==> src/rtl/alu_bist_ctrl.sv <==
// alu_bist_ctrl: LFSR-driven ALU self-test sweeping all opcodes, compacting responses into a MISR signature
module alu_bist_ctrl #(
  parameter int          DATA_WIDTH  = 32,
  parameter int          NUM_VECTORS = 16,
  parameter int          ALU_LATENCY = 1,
  parameter logic [31:0] SEED_A      = 32'h1,
  parameter logic [31:0] SEED_B      = 32'hACE1_2468
) (
  input  logic                  clk_i,
  input  logic                  rst_i,
  input  logic                  start_i,
  input  logic [31:0]           sig_expected_i,
  output logic [DATA_WIDTH-1:0] operand_a_o,
  output logic [DATA_WIDTH-1:0] operand_b_o,
  output logic [3:0]            alu_op_o,
  input  logic [DATA_WIDTH-1:0] alu_result_i,
  input  logic                  zero_flag_i,
  output logic                  busy_o,
  output logic                  done_o,
  output logic                  pass_o,
  output logic [31:0]           signature_o,
  output logic [15:0]           vector_count_o
);
  localparam logic [15:0] TOTAL = 16'(9 * NUM_VECTORS);
  localparam int PW = (ALU_LATENCY > 0) ? ALU_LATENCY : 1;
  // every stage but the one being captured this cycle
  localparam logic [PW-1:0] REST_MASK = PW'((64'd1 << (PW - 1)) - 64'd1);

  typedef enum logic [2:0] {IDLE, RUN, DRAIN, CMP, DONE} state_t;

  state_t        state_q, state_d;
  logic [31:0]   lfsr_a_q, lfsr_a_d, lfsr_b_q, lfsr_b_d, misr_q, misr_d;
  logic [3:0]    op_q, op_d;
  logic [15:0]   cnt_q, cnt_d;
  logic [PW-1:0] vld_q, vld_d;
  logic          pass_q, pass_d;
  logic          issue, cap, go;

  function automatic logic [31:0] lfsr_step(input logic [31:0] x);
    return (x >> 1) ^ (x[0] ? 32'h8020_0003 : 32'h0);
  endfunction

  function automatic logic [31:0] misr_step(input logic [31:0] m, input logic [31:0] r, input logic z);
    return {m[30:0], 1'b0} ^ (m[31] ? 32'h04C1_1DB7 : 32'h0) ^ r ^ {31'b0, z};
  endfunction

  always_comb begin
    issue    = state_q == RUN;
    cap      = (ALU_LATENCY == 0) ? issue : vld_q[PW-1];
    go       = start_i && (state_q == IDLE || state_q == DONE);
    state_d  = state_q;
    lfsr_a_d = lfsr_a_q;
    lfsr_b_d = lfsr_b_q;
    op_d     = op_q;
    cnt_d    = cnt_q;
    pass_d   = pass_q;
    vld_d    = (vld_q << 1) | PW'(issue);
    misr_d   = cap ? misr_step(misr_q, alu_result_i, zero_flag_i) : misr_q;
    case (state_q)
      RUN: begin
        op_d     = (op_q == 4'd8) ? 4'd0 : op_q + 4'd1;
        lfsr_a_d = (op_q == 4'd8) ? lfsr_step(lfsr_a_q) : lfsr_a_q;
        lfsr_b_d = (op_q == 4'd8) ? lfsr_step(lfsr_b_q) : lfsr_b_q;
        cnt_d    = (cnt_q == TOTAL) ? cnt_q : cnt_q + 16'd1;
        if (cnt_q == TOTAL - 16'd1) state_d = (ALU_LATENCY == 0) ? CMP : DRAIN;
      end
      DRAIN: state_d = |(vld_q & REST_MASK) ? DRAIN : CMP;
      CMP: begin
        pass_d  = misr_q == sig_expected_i;
        state_d = DONE;
      end
      default: ;
    endcase
    if (go) begin
      state_d  = RUN;
      lfsr_a_d = SEED_A;
      lfsr_b_d = SEED_B;
      misr_d   = '0;
      op_d     = '0;
      cnt_d    = '0;
      pass_d   = 1'b0;
      vld_d    = '0;
    end
  end

  always_ff @(posedge clk_i) begin
    if (rst_i) begin
      state_q  <= IDLE;
      lfsr_a_q <= SEED_A;
      lfsr_b_q <= SEED_B;
      misr_q   <= '0;
      op_q     <= '0;
      cnt_q    <= '0;
      vld_q    <= '0;
      pass_q   <= 1'b0;
    end else begin
      state_q  <= state_d;
      lfsr_a_q <= lfsr_a_d;
      lfsr_b_q <= lfsr_b_d;
      misr_q   <= misr_d;
      op_q     <= op_d;
      cnt_q    <= cnt_d;
      vld_q    <= vld_d;
      pass_q   <= pass_d;
    end
  end

  assign operand_a_o    = issue ? lfsr_a_q : '0;
  assign operand_b_o    = issue ? lfsr_b_q : '0;
  assign alu_op_o       = issue ? op_q : '0;
  assign busy_o         = state_q == RUN || state_q == DRAIN || state_q == CMP;
  assign done_o         = state_q == DONE;
  assign pass_o         = pass_q;
  assign signature_o    = misr_q;
  assign vector_count_o = cnt_q;
endmodule

==> config.mk <==
export PLATFORM = sky130hd
export DESIGN_NAME = alu_bist_ctrl
export DESIGN_NICKNAME = d
export VERILOG_FILES = /design/src/rtl/alu_bist_ctrl.sv
export SDC_FILE = /design/constraint.sdc
export NUM_CORES = 1
export LEC_CHECK = 0
export CAP_MARGIN = 30
export CORE_MARGIN = 2
export CORE_UTILIZATION = 50
export CTS_CLUSTER_DIAMETER = 100
export DETAILED_ROUTE_END_ITERATION = 8
export GPL_TIMING_DRIVEN = 0
export PLACE_DENSITY_LB_ADDON = 0.15
export SETUP_SLACK_MARGIN = 0.2
export SLEW_MARGIN = 20
export SYNTH_ARGS = -nofsm -noshare
export SYNTH_HDL_FRONTEND = slang
export SYNTH_SLANG_ARGS = --single-unit
==> constraint.sdc <==
create_clock -name clk_i -period 2.5 [get_ports clk_i]
set_input_delay 0.5 -clock clk_i [delete_from_list [all_inputs] [get_ports clk_i]]
set_output_delay 0.5 -clock clk_i [all_outputs]
set_load 0.02 [all_outputs]
==> results by group, run 1 <==
Status
  • Status: completed

Clock network
  • Clk_lat worst skew: 0.41 ns
  • Clock root cell: clkbuf_16
  • Cts hold-fix bufs: 0
  • CTS sink cnt: approximately 120
  • Total CTS buffers: 17
  • Clk slew on worst S/H paths: 0.06 ns
  • H-tree depth: 4
  • CTS Buffer Depth: 2
  • CTS tree: done

Pwr
  • P_leak: 3.08 nW
  • Maximum vdd drop: 0.386 mV
  • Power density over the cells: 617 mW/mm2

STA
  • Worst hold slack: 0.464 ns
  • Tcrit/Tclk final: 92.2%
  • Fin crit period: 2.31 ns
  • RSZ-0062 raised after global routing: yes
  • Final TNS setup: 0 ns
  • Setup Viol. Count Final: 0
  • Worst slew pin tran: around 0.78 ns
  • Fin worst setup slack: 0.195 ns
  • Pins Over Slew Limit: 0
  • Final hold violations: 0
  • Fmax: roughly 0.43 GHz
  • Slew headroom: 48.0%
  • Setup Skew: 0.00760 ns

Detailed routing
  • Remaining DRCs: 0
  • Final ANT Viol Nets: 0
  • Routed WL: 16,400 um
  • DR iter-0 viols: 291
  • Total number of vias: 5,501
  • DR pass1 iterations: 5
  • Routed WL per cell: 15.6 um
  • Via-per-instance ratio: ~5.2

Layout
  • Nets: 973
  • Leading cell type in the layout, fill and taps excluded: nand2_1
  • Commonest non-fill, non-tap cells in the layout: nand2_1 (129), dfxtp_1 (119), clkdlybuf4s50_1 (118)
  • Area grow syn2layout: 43.0%
  • Multi-input logic area: ~0.0031 mm2
  • Ratio of cells with drive above 1 in the final layout: 14.3%
  • ANT cells: 0
  • Register area: 0.00243 mm2
  • Fin util: 72.4%
  • Fillcell total: roughly 850

GRT
  • Initial antenna violation count: 0
  • Largest net degree at the start of global routing: 17
  • First-pass GRT wire length: between 20,000 and 30,000 um
  • GRT Util Overall: 25.9%
  • Vias in the first global route: 5,494
  • GRT overflow: 0

Logic synthesis
  • Synth Register Bits: approximately 120
  • Primary FF master, synth: dfxtp_1
  • Syn. warnings: 0
  • Syn Inst Count: 692
  • Distinct cells, synth: 35
  • Mapped Nets: 764
  • Seq/Total Area, Yosys: 42.5%
  • Dominant cell type by area after synthesis: dfxtp_1
  • Mapped cell area: 0.00571 mm2
  • Mean Syn Cell Area: roughly 8.2 um2
  • Top cell type's share of synthesized area: 42.5%
  • Synth top area cells: dfxtp_1 (42%), xnor2_1 (10%), nand2_1 (8.5%), and2_1 (7.5%), a21oi_1 (4.9%)
  • Number of flops mapped to enable cells by yosys: 0
  • Asr flop ratio synth: 0%

Critical path
  • FF-to-FF setup slack: 0.56 ns
  • Kind of critical path: flop to output port
  • Required @ worst endpoint: 2.00 ns
  • Worst setup SP type: flop
  • Critical R2R Launch: state_q[0]
  • Largest stage delay, worst path: 0.61 ns
  • R2R Path End: lfsr_b_q[2]
  • Endpoint class of the critical path: output port
  • CP max-delay cell: clkdlybuf4s50_1
  • Crit path from: state_q[0]
  • Crit-path cells: nor2_1 -> and2_1 -> clkdlybuf4s50_1
  • CP Max Fanout: 6
  • Crit path capture: done_o
  • WP data arrival: roughly 1.8 ns
  • FF-to-FF path depth: 8

Min path
  • Worst hold path type: flop to flop
  • Worst hold stages: 2

Floorplanning
  • Rows: 39
  • Die area: 0.0123 mm2
  • Die Ht: roughly 110 um
  • Die width: 111 um
  • Core ar.: 0.0113 mm2
  • Starting Density: 50.6%
  • Io pins: 187

Placement
  • Port Buffer Count: 186
  • Pre-CTS WS: -0.248 ns
  • DP HPWL: 12,200 um
  • GPL Wtd Cong: 0.878

Run
  • Max Cap Viol: 0
[worst min-delay path by stage]
stage / start / end
2_1_floorplan: lfsr_a_q[11] / lfsr_a_q[10]
3_3_place_gp: lfsr_a_q[20] / lfsr_a_q[19]
3_5_place_dp: lfsr_a_q[12] / lfsr_a_q[11]
4_1_cts: lfsr_a_q[12] / lfsr_a_q[11]
5_1_grt: lfsr_b_q[20] / lfsr_b_q[20]
6_report: lfsr_a_q[12] / lfsr_a_q[11]
[worst max-delay path, delay by kind of cell, from the launching register on]
kind                   cells  cell delay (ns)
and+or+nand+nor            2             0.43
buffers and inverters      1             0.61
DFF                        1             0.36
[cells in the mapped netlist (15+ instances only)]
master	count
and2_1	68
xnor2_1	67
a21oi_1	56
nand3_1	22
nand2_1	129
clkbuf_1	26
a211oi_1	21
xor2_1	31
dfxtp_1	121
buf_2	15
nor2_1	56
mux2i_1	15
[timing repair]
action	4_1_cts	5_1_grt
endpoints found under the setup margin	68	65
gates cloned	0	0
setup buffers	4	0
resized for setup	171	65
[layer usage]
metal	part of all wire, %	up-vias	GRT usage [%]	routed length (um)
met3	5.6	33	5.08	916
li1	-	2682	-	-
met4	2.3	0	9.25	375
met5	0	-	0	0
met1	41	2588	29.2	6720
met2	51	198	48.3	8430
[cells by family after synthesis]
kind of cell,Yosys count,synth area share (%)
muxes,15,2.63
xor gates and xnor gates,98,15.0
buffers and inverters,50,3.88
and+or+nand+nor,319,26.6
AOI/OAI and AO/OA,85,8.49
DFF,121,42.5
adders and majority gates,4,0.877
[through the flow]
| step | area [um2] | power [mW] | cells |
|---|---|---|---|
| after global placement | 7750 | 2.53 | 1021 |
| after detailed placement | 7750 | 2.54 | 1021 |
| after CTS | 8440 | 5.05 | 1057 |
| after global routing | 8160 | 5.17 | 1057 |
| final | 8160 | 5.04 | 1057 |
| after floorplan | 5710 | 2.28 | 692 |
[flip-flops by register name, summed over array words and instances (netlist names)]
register        flops
vector_count_o     16
lfsr_a_q           32
op_q                4
lfsr_b_q           32
pass_o              1
cap                 1
state_q             3
signature_o        32
[report_power, final]
part           total (mW)  internal (mW)  switching (mW)
sequential           1.98           1.95          0.0317
clock                2.53           1.59           0.945
combinational       0.520          0.266           0.255
total                5.04           3.80            1.23
[final cells by class]
cell class,count,area share [%]
clock buffers,17,5.21
multi-input cells,521,37.6
clock inverters,15,2.31
inverters,6,0.276
well taps,143,2.19
flip-flops and latches,121,29.7
repair buffers,190,19.9
plain buffers,44,2.74
Note: power is estimated with default switching activity, not from simulation.
==> inputs of run 2 (changes only) <==
--- a/config.mk
+++ b/config.mk
@@ -5,6 +5,7 @@
 export SDC_FILE = /design/constraint.sdc
 export NUM_CORES = 1
 export LEC_CHECK = 0
+export ABC_CLOCK_PERIOD_IN_PS = 2500
 export CAP_MARGIN = 30
 export CORE_MARGIN = 2
 export CORE_UTILIZATION = 50
==> results of run 2 <==
Final layout, timing and power as in run 1 (identical DEF).
==> inputs of run 3 (changes only) <==
--- a/config.mk
+++ b/config.mk
@@ -18,3 +18,4 @@
 export SYNTH_ARGS = -nofsm -noshare
 export SYNTH_HDL_FRONTEND = slang
 export SYNTH_SLANG_ARGS = --single-unit
+export TNS_END_PERCENT = 100
==> results of run 3 <==
Final layout, timing and power as in run 1 (identical DEF).
